==> config.mk <==
export PLATFORM = sky130hd
export DESIGN_NAME = sign_mag_bcd_decoder_flat
export DESIGN_NICKNAME = d
export VERILOG_FILES = /design/src/rtl/sign_mag_bcd_decoder_pkg.sv /design/src/rtl/sign_mag_bcd_decoder_if.sv /design/src/rtl/sign_mag_bcd_decoder_bcd_add3.sv /design/src/rtl/sign_mag_bcd_decoder.sv /design/src/flat_wrapper.sv
export SDC_FILE = /design/constraint.sdc
export NUM_CORES = 1
export LEC_CHECK = 0
export BUFFER_PORTS_ARGS = -buffer_cell sky130_fd_sc_hd__buf_2
export CORE_AREA = 8 8 90 52
export CTS_CLUSTER_DIAMETER = 30
export DETAILED_ROUTE_END_ITERATION = 12
export DIE_AREA = 0 0 98 60
export MAX_ROUTING_LAYER = met4
export PLACE_DENSITY = 0.86
export SYNTH_ARGS = -nofsm -noshare
export SYNTH_HDL_FRONTEND = slang
export SYNTH_SLANG_ARGS = --single-unit
==> constraint.sdc <==
create_clock -name i_clk -period 3 [get_ports i_clk]
set_clock_uncertainty 0.2 [all_clocks]
set_input_delay 0 -clock i_clk [delete_from_list [all_inputs] [get_ports i_clk]]
set_output_delay 0 -clock i_clk [all_outputs]
set_load 0.005 [all_outputs]
==> src/rtl/sign_mag_bcd_decoder_pkg.sv <==
// sign_mag_bcd_decoder_pkg
//   Shared constants and types for the sign/magnitude BCD decoder.
//   NEG_CODE_DEF / BLANK_CODE_DEF are the same nibble codes used by the
//   subtractor and display driver. The FSM encoding and the double-dabble
//   iteration count live here too.
package sign_mag_bcd_decoder_pkg;

    typedef logic [3:0] nibble_t;

    localparam nibble_t NEG_CODE_DEF   = 4'b1010;
    localparam nibble_t BLANK_CODE_DEF = 4'b1111;

    // One shift/add-3 step per magnitude bit.
    localparam int unsigned ITERATIONS = 8;
    localparam int unsigned CNT_W      = $clog2(ITERATIONS);

    typedef enum logic [1:0] {
        ST_IDLE  = 2'd0,
        ST_SHIFT = 2'd1,
        ST_DONE  = 2'd2
    } state_t;

endpackage

==> src/rtl/sign_mag_bcd_decoder_if.sv <==
// sign_mag_bcd_decoder_if
//   Request/result bundle between the subtractor-side producer (master) and
//   the decoder (slave).
//   master -> slave : start, magnitude[7:0], sign_code[3:0]
//   slave -> master : busy, done, err, digit_sign/hund/tens/ones[3:0]
interface sign_mag_bcd_decoder_if;
    import sign_mag_bcd_decoder_pkg::*;

    logic       start;
    logic [7:0] magnitude;
    nibble_t    sign_code;
    logic       busy;
    logic       done;
    logic       err;
    nibble_t    digit_sign;
    nibble_t    digit_hund;
    nibble_t    digit_tens;
    nibble_t    digit_ones;

    modport master (
        output start, magnitude, sign_code,
        input  busy, done, err, digit_sign, digit_hund, digit_tens, digit_ones
    );

    modport slave (
        input  start, magnitude, sign_code,
        output busy, done, err, digit_sign, digit_hund, digit_tens, digit_ones
    );

endinterface

==> src/rtl/sign_mag_bcd_decoder_bcd_add3.sv <==
// bcd_add3
//   Double-dabble correction cell: adds 3 to a BCD nibble that is >= 5 so
//   the following left shift carries correctly into the next decade.
//   i_nib : nibble before correction
//   o_nib : corrected nibble (never exceeds 4'hC for legal BCD input)
module bcd_add3
    import sign_mag_bcd_decoder_pkg::*;
(
    input  nibble_t i_nib,
    output nibble_t o_nib
);

    always_comb begin
        o_nib = i_nib;
        if (i_nib >= 4'd5) begin
            o_nib = i_nib + 4'd3;
        end
    end

endmodule

==> src/rtl/sign_mag_bcd_decoder.sv <==
// sign_mag_bcd_decoder
//   Converts an 8-bit magnitude plus 4-bit sign code into four display
//   nibbles (sign, hundreds, tens, ones) using an iterative double-dabble,
//   one bit per clock, with optional leading-zero blanking.
//   i_clk : clock, rising edge
//   i_rst : synchronous active-high reset
//   bus   : slave side of sign_mag_bcd_decoder_if (start/magnitude/sign_code
//           in; busy/done/err/digit_* out)
module sign_mag_bcd_decoder
    import sign_mag_bcd_decoder_pkg::*;
#(
    parameter nibble_t NEG_CODE   = NEG_CODE_DEF,
    parameter nibble_t BLANK_CODE = BLANK_CODE_DEF,
    parameter bit      LZ_BLANK   = 1'b1
)
(
    input  logic                  i_clk,
    input  logic                  i_rst,
    sign_mag_bcd_decoder_if.slave bus
);

    state_t           r_state;
    state_t           w_state_next;
    logic [CNT_W-1:0] r_cnt;
    logic [7:0]       r_mag;
    logic [11:0]      r_bcd;
    logic             r_neg;
    logic             r_inv;
    logic             r_err;
    nibble_t          r_dsign;
    nibble_t          r_dhund;
    nibble_t          r_dtens;
    nibble_t          r_dones;

    logic             w_accept;
    logic             w_last;
    logic [11:0]      w_adj;
    logic [19:0]      w_shift;
    logic [11:0]      w_bcd_next;
    nibble_t          w_hund;
    nibble_t          w_tens;
    nibble_t          w_ones;
    logic             w_blank_hund;
    logic             w_blank_tens;

    assign w_accept = (r_state == ST_IDLE) && bus.start;
    assign w_last   = (r_state == ST_SHIFT) && (r_cnt == CNT_W'(ITERATIONS - 1));

    bcd_add3 u_add3_hund (.i_nib(r_bcd[11:8]), .o_nib(w_adj[11:8]));
    bcd_add3 u_add3_tens (.i_nib(r_bcd[7:4]),  .o_nib(w_adj[7:4]));
    bcd_add3 u_add3_ones (.i_nib(r_bcd[3:0]),  .o_nib(w_adj[3:0]));

    assign w_shift    = {w_adj, r_mag} << 1;
    assign w_bcd_next = w_shift[19:8];
    assign w_hund     = w_bcd_next[11:8];
    assign w_tens     = w_bcd_next[7:4];
    assign w_ones     = w_bcd_next[3:0];

    // Tens is only blanked when hundreds is blanked too, so 105 shows "105".
    assign w_blank_hund = LZ_BLANK && (w_hund == 4'h0);
    assign w_blank_tens = w_blank_hund && (w_tens == 4'h0);

    always_ff @(posedge i_clk) begin
        if (i_rst) begin
            r_state <= ST_IDLE;
        end else begin
            r_state <= w_state_next;
        end
    end

    always_comb begin
        w_state_next = r_state;
        case (r_state)
            ST_IDLE:  if (bus.start) w_state_next = ST_SHIFT;
            ST_SHIFT: if (w_last)    w_state_next = ST_DONE;
            ST_DONE:                 w_state_next = ST_IDLE;
            default:                 w_state_next = ST_IDLE;
        endcase
    end

    always_ff @(posedge i_clk) begin
        if (i_rst) begin
            r_cnt   <= '0;
            r_mag   <= '0;
            r_bcd   <= '0;
            r_neg   <= 1'b0;
            r_inv   <= 1'b0;
            r_err   <= 1'b0;
            r_dsign <= BLANK_CODE;
            r_dhund <= BLANK_CODE;
            r_dtens <= BLANK_CODE;
            r_dones <= 4'h0;
        end else if (w_accept) begin
            r_mag <= bus.magnitude;
            r_bcd <= '0;
            r_cnt <= '0;
            // Sign is resolved at capture; negative zero folds to positive.
            r_neg <= (bus.sign_code == NEG_CODE) && (bus.magnitude != 8'd0);
            r_inv <= (bus.sign_code != 4'h0) && (bus.sign_code != NEG_CODE);
        end else if (r_state == ST_SHIFT) begin
            r_bcd <= w_bcd_next;
            r_mag <= w_shift[7:0];
            r_cnt <= r_cnt + CNT_W'(1);
            if (w_last) begin
                r_err   <= r_inv;
                r_dsign <= r_neg ? NEG_CODE : BLANK_CODE;
                r_dhund <= w_blank_hund ? BLANK_CODE : w_hund;
                r_dtens <= w_blank_tens ? BLANK_CODE : w_tens;
                r_dones <= w_ones;
            end
        end
    end

    assign bus.busy       = (r_state != ST_IDLE);
    assign bus.done       = (r_state == ST_DONE);
    assign bus.err        = r_err;
    assign bus.digit_sign = r_dsign;
    assign bus.digit_hund = r_dhund;
    assign bus.digit_tens = r_dtens;
    assign bus.digit_ones = r_dones;

endmodule
==> src/flat_wrapper.sv <==
// flat-port wrapper written by rule: the top's interface ports become plain ports
module sign_mag_bcd_decoder_flat import sign_mag_bcd_decoder_pkg::*;
#(
    parameter nibble_t NEG_CODE   = NEG_CODE_DEF,
    parameter nibble_t BLANK_CODE = BLANK_CODE_DEF,
    parameter bit      LZ_BLANK   = 1'b1
)
  (i_clk, i_rst, bus_start, bus_magnitude, bus_sign_code, bus_busy, bus_done, bus_err, bus_digit_sign, bus_digit_hund, bus_digit_tens, bus_digit_ones);
  sign_mag_bcd_decoder_if bus_i ();
  input  logic i_clk;
  input  logic i_rst;
  input wire logic [$bits(bus_i.start)-1:0] bus_start;
  input wire logic [$bits(bus_i.magnitude)-1:0] bus_magnitude;
  input wire logic [$bits(bus_i.sign_code)-1:0] bus_sign_code;
  output wire logic [$bits(bus_i.busy)-1:0] bus_busy;
  output wire logic [$bits(bus_i.done)-1:0] bus_done;
  output wire logic [$bits(bus_i.err)-1:0] bus_err;
  output wire logic [$bits(bus_i.digit_sign)-1:0] bus_digit_sign;
  output wire logic [$bits(bus_i.digit_hund)-1:0] bus_digit_hund;
  output wire logic [$bits(bus_i.digit_tens)-1:0] bus_digit_tens;
  output wire logic [$bits(bus_i.digit_ones)-1:0] bus_digit_ones;
  assign bus_i.start = bus_start;
  assign bus_i.magnitude = bus_magnitude;
  assign bus_i.sign_code = bus_sign_code;
  assign bus_busy = bus_i.busy;
  assign bus_done = bus_i.done;
  assign bus_err = bus_i.err;
  assign bus_digit_sign = bus_i.digit_sign;
  assign bus_digit_hund = bus_i.digit_hund;
  assign bus_digit_tens = bus_i.digit_tens;
  assign bus_digit_ones = bus_i.digit_ones;
  sign_mag_bcd_decoder #(.NEG_CODE(NEG_CODE), .BLANK_CODE(BLANK_CODE), .LZ_BLANK(LZ_BLANK)) u_core (.i_clk(i_clk), .i_rst(i_rst), .bus(bus_i));
endmodule
**Word level (Yosys, flattened, before mapping)**

Index checks and enable logic that the tools add are counted.

- Register bits after elaboration: 44
- Input bits: 15
- Output and inout port bits: 19

- Add/sub/neg operators: 4
- Order comparisons: 3
- Equality and inequality tests: 7
- Muxes and demuxes: 11
- Bitwise operators: 1
- Reductions and logical operators: 15

Operators with widths:

| kind | number |
|---|---|
| $mux 4 | 4 |
| $mux 8 | 2 |
| $ge 4x3->1 const B | 3 |
| $add 4x2->4 const B | 2 |
| $logic_not 4->1 | 2 |
| $reduce_bool 8->1 | 1 |
| $mux 3 | 2 |
| $logic_and 1x1->1 | 5 |
| $eq 4x4->1 const B | 1 |
| $mux 2 | 2 |
| $ne 4x4->1 const B | 1 |
| $pmux 2 s2 | 1 |
| $reduce_bool 2->1 | 2 |
| $reduce_bool 4->1 | 1 |
| $add 3x1->3 const B | 1 |
| $add 3x2->3 const B | 1 |
| $eq 3x3->1 const B | 1 |
| $reduce_and 3->1 | 1 |
| $eq 2x1->1 const B | 1 |
| $eq 2x2->1 const B | 1 |
| $logic_not 2->1 | 1 |
| $ne 2x1->1 const B | 1 |
| $ne 2x2->1 const B | 1 |
| $reduce_and 2->1 | 1 |
| other kinds (2) | 2 |

**Logic depth before layout (Yosys ltp)**

Gate-level depths: netlist (run 1).

- Depth in word-level cells: 5
- Gate-level depth with buffers: 7
- Gate-level depth less buffers: 7

**By module**

Synthesis (run 1) repeated with hierarchy kept, for this count alone.

- Cell total of the unflattened synthesis: 249
- Area, all modules: 2067.0 um^2

By module, submodules not included:

| module | times used | cells an instance | area an instance (um^2) | seq. area each (um^2) |
|---|---|---|---|---|
| sign_mag_bcd_decoder | 1 | 201 | 1762.9 | 820.8 |
| bcd_add3 | 3 | 16 | 101.3 | 0.0 |

**Worst setup path before layout (run 1)**

No wires, ideal clock.

- Path kind: reg2reg
- Start point: register u_core.r_bcd[9]
- End point: register u_core.r_dtens[0], in the netlist u_core.bus.digit_tens[0]
- Arrival: 1.724 ns
- Path slack: 1.002 ns
- Stages on the path, launching flop included: 8
- Cells stage by stage: dfxtp_1 -> inv_1 -> ha_1 -> nand2b_1 -> a21oi_1 -> mux2i_1 -> o2111ai_1 -> a31oi_1

- Longest elaborated chain between the ends: 5

Ends and longest elaborated chain:

| what | RTL line | source |
|---|---|---|
| from (decl) | sign_mag_bcd_decoder.sv:26 | `logic [11:0] r_bcd;` |
| from (signal assigned) | sign_mag_bcd_decoder.sv:101 | `r_bcd <= w_bcd_next;` |
| $ge 4x3->1 or $add 3x2->3 (tied branches) | sign_mag_bcd_decoder_bcd_add3.sv:15, sign_mag_bcd_decoder_bcd_add3.sv:16 |  |
| $mux 3 (*) | sign_mag_bcd_decoder_bcd_add3.sv:15 | `if (i_nib >= 4'd5) begin` |
| $logic_not 4->1 (*) | sign_mag_bcd_decoder.sv:60 | `assign w_blank_hund = LZ_BLANK && (w_hund == 4'h0);` |
| $logic_and 1x1->1 (*) | sign_mag_bcd_decoder.sv:61 | `assign w_blank_tens = w_blank_hund && (w_tens == 4'h0);` |
| $mux 4 (*) | sign_mag_bcd_decoder.sv:108 | `r_dtens <= w_blank_tens ? BLANK_CODE : w_tens;` |
| to (signal assigned) | sign_mag_bcd_decoder.sv:108 |  |
| to (decl) | sign_mag_bcd_decoder.sv:32 | `nibble_t r_dtens;` |

Mark *: on every way between the ends. The rest lies on a longest branch, timed or not.
A chain may end at the register's enable or synchronous reset.

**Worst setup path in the final report (run 1)**

- Start point: register u_core.r_state[1]
- End point: register u_core.r_neg

- Longest elaborated chain between the ends: 2

Ends and longest elaborated chain:

| what | RTL line | source |
|---|---|---|
| from (decl) | sign_mag_bcd_decoder.sv:22 | `state_t r_state;` |
| from (signal assigned) | sign_mag_bcd_decoder.sv:67 | `r_state <= w_state_next;` |
| $logic_not 2->1 | sign_mag_bcd_decoder.sv:46 | `assign w_accept = (r_state == ST_IDLE) && bus.start;` |
| $logic_and 1x1->1 | sign_mag_bcd_decoder.sv:46 |  |
| to (signal assigned) | sign_mag_bcd_decoder.sv:98 | `r_neg <= (bus.sign_code == NEG_CODE) && (bus.magnitude != 8'd0);` |
| to (decl) | sign_mag_bcd_decoder.sv:27 | `logic r_neg;` |

Every way passes these cells.

==> results of run 1 <==
metal layers:
layer	up-vias	global-route usage	wire [um]
met1	883	0.224	2260
li1	905	-	-
met3	22	0.0627	475
met2	84	0.318	2510
met4	0	0.116	191
met5	-	-	0
cell usage after synthesis, drive strengths merged:
cell type,n
a21oi,32
and3,2
nor2,18
nor3,5
inv,9
and2,2
and3b,1
o21ai,11
mux2i,3
conb,1
xnor2,5
a31oi,5
a22oi,7
nand3,3
o2111ai,1
a211oi,6
o21bai,1
nand4,1
nand2,42
ha,8
nand2b,3
nor2b,4
or3,1
nor4,2
buf,8
dfxtp,41
clkbuf,5
nor3b,5
o211ai,2
critical path, stage by stage, from the launching register on:
cell,delay [ps]
dfxtp_1,350
nor3b_1,720
buf_4,280
nand4_1,100
a21oi_1,190
a21oi_1,70
dlygate4sd3_1,570
nor2_1,90
logic make-up (layout without fill, tap and decap cells):
group / after synthesis / after routing / synth area share
muxes: 3 / 3 / 0.0158
AOI/OAI and AO/OA: 65 / 65 / 0.201
buffers and inverters: 22 / 72 / 0.0533
other: 1 / 3 / 0.00197
xor gates and xnor gates: 5 / 5 / 0.0230
DFF: 41 / 41 / 0.431
adders and majority gates: 8 / 8 / 0.0526
and+or+nand+nor: 89 / 89 / 0.221
path summary, 6_finish.rpt:
check,endpoint,depth (start not counted),startpoint
setup / recovery,u_core.r_neg,7,u_core.r_state[1]
hold / removal,u_core.r_bcd[9],2,u_core.r_bcd[9]
setup reg to reg,u_core.r_neg,7,u_core.r_state[1]
hold reg to reg,u_core.r_bcd[9],2,u_core.r_bcd[9]
stage by stage:
stage	util	total power (uW)	setup slack, ps	instances	instance area, um^2
6_report	0.684	1250	368	331	2420
5_1_grt	0.684	1300	184	331	2420
4_1_cts	0.683	1250	525	330	2420
3_5_place_dp	0.583	696	737	300	2070
3_3_place_gp	0.583	693	851	300	2070
2_1_floorplan	-	663	1000	235	1910
power groups by stage:
stage,logic [uW],registers [uW],clock network [uW]
floorplan,82.5,581,0
global placement,110,583,0
detailed placement,112,584,0
CTS,137,571,538
global route,161,574,561
finish,147,572,535
timing repair:
item | 4_1_cts | 5_1_grt
endpoints found under the hold margin | 15 | 0
endpoints found under the setup margin | 0 | 0
gates resized for setup | 0 | 0
hold buffers | 22 | 0
sequential cells by signal, summed over array words and instances, names as in the netlist:
name                   cells
u_core.bus.digit_hund      4
u_core.bus.digit_ones      4
u_core.bus.digit_sign      1
u_core.bus.digit_tens      4
u_core.bus.err             1
u_core.r_bcd              12
u_core.r_cnt               3
u_core.r_inv               1
u_core.r_mag               8
u_core.r_neg               1
u_core.r_state             2
area by class of cell:
class	count	area [um^2]
Multi-Input combinational cell	172	985
Antenna cell	1	2.50
Fill cell	267	1120
Clock inverter	3	65.1
Tap cell	45	56.3
Clock buffer	5	68.8
Inverter	9	33.8
Sequential cell	41	821
Timing Repair Buffer	55	390
==> results.json, run 1 <==
{
  "cp_max_fo": 7,
  "cts_root_buf": "clkbuf_8",
  "drt-total-wl_um": 5440,
  "gp_congestion": 0.821,
  "cts_buffers": 5,
  "cp.arrival_ps": 2680,
  "overflow": 0,
  "sequentialPowerShare": 0.456,
  "grt_pass1_vias": 1825,
  "drc": 0,
  "core_um2": 3540,
  "synth-seq-cells": 41,
  "hold_viol_final": 0,
  "powerDensity_nw_per_um2": 517,
  "finalCritPeriodShare": 0.877,
  "dr_total_vias": 1894,
  "dr.pass1.iters": 5,
  "start_util": 0.537,
  "post_cts_buffers": 0,
  "dieHeight_um": 60,
  "synthCells": 234,
  "switchingPower_uw": 301,
  "grt_antenna_before_repair": 1,
  "outcome": "complete, no violations",
  "syn_to_final_growth_pct": 27.3,
  "switching_share": 0.240,
  "p_comb_frac": 0.117,
  "peakVddDrop_v": 0.000287,
  "p_leak_uw": 0.000968,
  "grt_pass1_wl_um": 8850,
  "startpoint_type": "flip-flop",
  "num_io_pins": 34,
  "hold_path.class": "flip-flop to flip-flop",
  "ant_nets": 0,
  "cts_buffer_depth": 2,
  "hold_ws_ps": 256,
  "layout_common_cells": "nand2_1, dfxtp_1, a21oi_1",
  "die_w_um": 98,
  "cell_internal_pwr_uw": 952,
  "yosysSeqAreaShare": 0.431,
  "portBuffers": 31,
  "insertion_delay_ps": 300,
  "drive_above_1_share": 0.168,
  "fmax_mhz": 380,
  "drv_slew": 0,
  "drt_iter0_drc": 136,
  "grt_max_degree": 28,
  "ys_top_cells_by_area": "dfxtp_1, a21oi_1, nand2_1, ha_1, nor2_1",
  "cts_tree": "yes",
  "syn_area_um2": 1900,
  "wl_per_cell_um": 16.4,
  "setup_violations": 0,
  "cts.sinks": 41,
  "post-route-min-period_ps": 2630,
  "rsz0062_at_grt": "false",
  "worst_pin_slew_ps": 855,
  "nNetsFinal": 307,
  "synth.top_cell.area_share": 0.431,
  "rows": 16,
  "p_clk_frac": 0.427,
  "final.setup.tns_ps": 0,
  "ys_types": 37,
  "clk_pin_slew_ps": 80,
  "synth_top_cell_by_area": "dfxtp_1",
  "crit_required_ps": 3050,
  "h-tree-depth": 2,
  "worstSetupPathType": "flip-flop to flip-flop",
  "grtUsageTotal": 0.200,
  "endpoint_kind": "flip-flop",
  "cap_violations": 0,
  "via_per_inst": 5.72,
  "max_slew_margin": 0.429,
  "hpwlAfterDp_um": 3340,
  "ys_warn_count": 0,
  "die_area_um2": 5880,
  "synth_area_per_cell_um2": 8.13,
  "reg2reg_setup_slack_ps": 370
}
(Power assumes the default switching activity.)
==> run 2: changes to the inputs <==
CELL_PAD_IN_SITES_DETAIL_PLACEMENT = 1   (was not set)
CELL_PAD_IN_SITES_GLOBAL_PLACEMENT = 1   (was not set)
CORE_AREA = 8 8 104 59   (was 8 8 90 52)
DIE_AREA = 0 0 112 67   (was 0 0 98 60)
PLACE_DENSITY = 0.85   (was 0.86)
==> results.json, run 2 (synthesis gave the netlist of run 1 again) <==
{
  "clk_pin_slew_ps": 90,
  "cts_buffers": 5,
  "outcome": "complete, no violations",
  "reg2reg_setup_slack_ps": 430,
  "cts_resized": 0,
  "rows": 18,
  "hold_path.class": "flip-flop to flip-flop",
  "cap_violations": 0,
  "worstSetupPathType": "flip-flop to flip-flop",
  "path_delay_family": "compound AO/OA/AOI/OAI gates",
  "nNetsFinal": 309,
  "num_io_pins": 34,
  "worstReg2RegEnd": "u_core.bus.digit_tens[3]",
  "min_delay_path_depth": 2,
  "via_per_inst": 5.35,
  "endpoint_kind": "flip-flop",
  "die_w_um": 112,
  "peakVddDrop_v": 0.000229,
  "setup_violations": 0,
  "h-tree-depth": 2,
  "fmax_mhz": 389,
  "fin_area_um2": 2400,
  "dieHeight_um": 67,
  "cp_slowest_cell": "mux2i_1",
  "syn_to_final_growth_pct": 26.4,
  "portBuffers": 31,
  "cts_tree": "yes",
  "start_util": 0.406,
  "core_um2": 4680,
  "drt-total-wl_um": 6020,
  "cp_max_fo": 5,
  "grt_antenna_before_repair": 0,
  "cts_root_buf": "clkbuf_8",
  "critPathBufInv": 1,
  "drt_iter0_drc": 62,
  "powerDensity_nw_per_um2": 453,
  "insertion_delay_ps": 300,
  "hold-path-endpoint": "u_core.bus.digit_ones[0]",
  "p_leak_uw": 0.000956,
  "cts.sinks": 41,
  "cp.arrival_ps": 2590,
  "final.setup.tns_ps": 0,
  "top_regs": "u_core.r_bcd: 12 flops, u_core.r_mag: 8 flops",
  "layout_common_cells": "nand2_1, dfxtp_1, a21oi_1",
  "grt_pass1_vias": 1932,
  "max_slew_margin": 0.472,
  "dr_total_vias": 1856,
  "worst_pin_slew_ps": 790,
  "crit_chain": "inv_1 > ha_1 > nand2b_1 > a21oi_1 > mux2i_1 > o2111ai_1 > a31oi_1",
  "die_area_um2": 7500,
  "drc": 0,
  "overflow": 0,
  "dr.pass1.iters": 4,
  "worst_r2r_path_depth": 7,
  "grtUsageTotal": 0.172,
  "cp_slowest_stage_delay_ps": 570,
  "finalCritPeriodShare": 0.857,
  "wl_per_cell_um": 17.3,
  "largest_reg_flops": 12,
  "hpwlAfterDp_um": 4000,
  "timing.rr.start": "u_core.r_bcd[8]",
  "grt_pass1_wl_um": 9900,
  "gp_congestion": 0.771,
  "placed_area_um2": 2100,
  "n_antenna_cell": 0,
  "regMostFlops": "u_core.r_bcd",
  "drive_above_1_share": 0.174,
  "grt_max_degree": 21,
  "crit_required_ps": 3020,
  "hold_start": "u_core.bus.digit_ones[0]",
  "post-route-min-period_ps": 2570,
  "hold_viol_final": 0,
  "drv_slew": 0,
  "ant_nets": 0,
  "rsz0062_at_grt": "false",
  "cts_buffer_depth": 2,
  "startpoint_type": "flip-flop"
}
## run 2: changes by cell type in the layout (fill, tap and decap cells not counted)
| cell | change |
|---|---|
| diode_2 | -1 |
| nor2b_1 | -1 |
| clkbuf_1 | +1 |
| clkinv_2 | +1 |
| bufinv_16 | -2 |
| nor2b_2 | +1 |
| buf_4 | +2 |
## run 2: per-layer routing
| metal | vias to the layer above | part of all wire | GRT usage |
|---|---|---|---|
| met2 | 34 | 0.46 | 0.282 |
| li1 | 907 | - | - |
| met5 | - | 0 | - |
| met1 | 906 | 0.48 | 0.209 |
| met4 | 0 | 0.010 | 0.0416 |
| met3 | 9 | 0.047 | 0.0469 |
## run 2: timing repair
action	in CTS	in global routing
setup buffers	0	0
hold endpoints to repair	15	0
hold buffers	22	0
## run 2: through the flow
| stage | hold WS (ps) | utilization | instances | setup slack, ps | total power (uW) |
|---|---|---|---|---|---|
| floorplan | -64.0 | - | 235 | 1000 | 663 |
| finish | 258 | 0.513 | 347 | 429 | 1090 |
| detailed placement | 68.5 | 0.449 | 317 | 596 | 705 |
| global route | 277 | 0.513 | 347 | 258 | 1140 |
| CTS | 263 | 0.513 | 347 | 524 | 1080 |
| global placement | 60.4 | 0.449 | 317 | 808 | 699 |
## run 2: area by class of cell
type | count | area, um^2
timing repair buffer | 57 | 405
tap | 60 | 75.1
clock inverter | 2 | 10.0
clock buffer | 6 | 72.6
fill | 584 | 2280
inverter | 9 | 33.8
multi-input combinational | 172 | 987
sequential | 41 | 821
## run 2: power breakdown
group,total (uW),internal (uW),switching (uW)
registers,573,559,13.3
clock network,366,162,204
logic,151,64.2,86.9
## run 2: worst max-delay path by stage
stage | start | to | slack (ps) | depth (start not counted)
after CTS | u_core.r_state[1] | u_core.r_mag[1] | 520 | 6
after global routing | u_core.r_bcd[9] | u_core.bus.digit_tens[2] | 260 | 7
after global placement | u_core.r_bcd[9] | u_core.bus.digit_tens[2] | 810 | 7
after detailed placement | u_core.r_bcd[9] | u_core.bus.digit_tens[3] | 600 | 7
after floorplan | u_core.r_bcd[9] | u_core.bus.digit_tens[0] | 1000 | 7
final | u_core.r_bcd[8] | u_core.bus.digit_tens[3] | 430 | 7
## run 2: worst min-delay path, cell delays in order, from the launching register on
cell and delay (ps):
dfxtp_1 320, nand2_1 50, a21oi_1 50
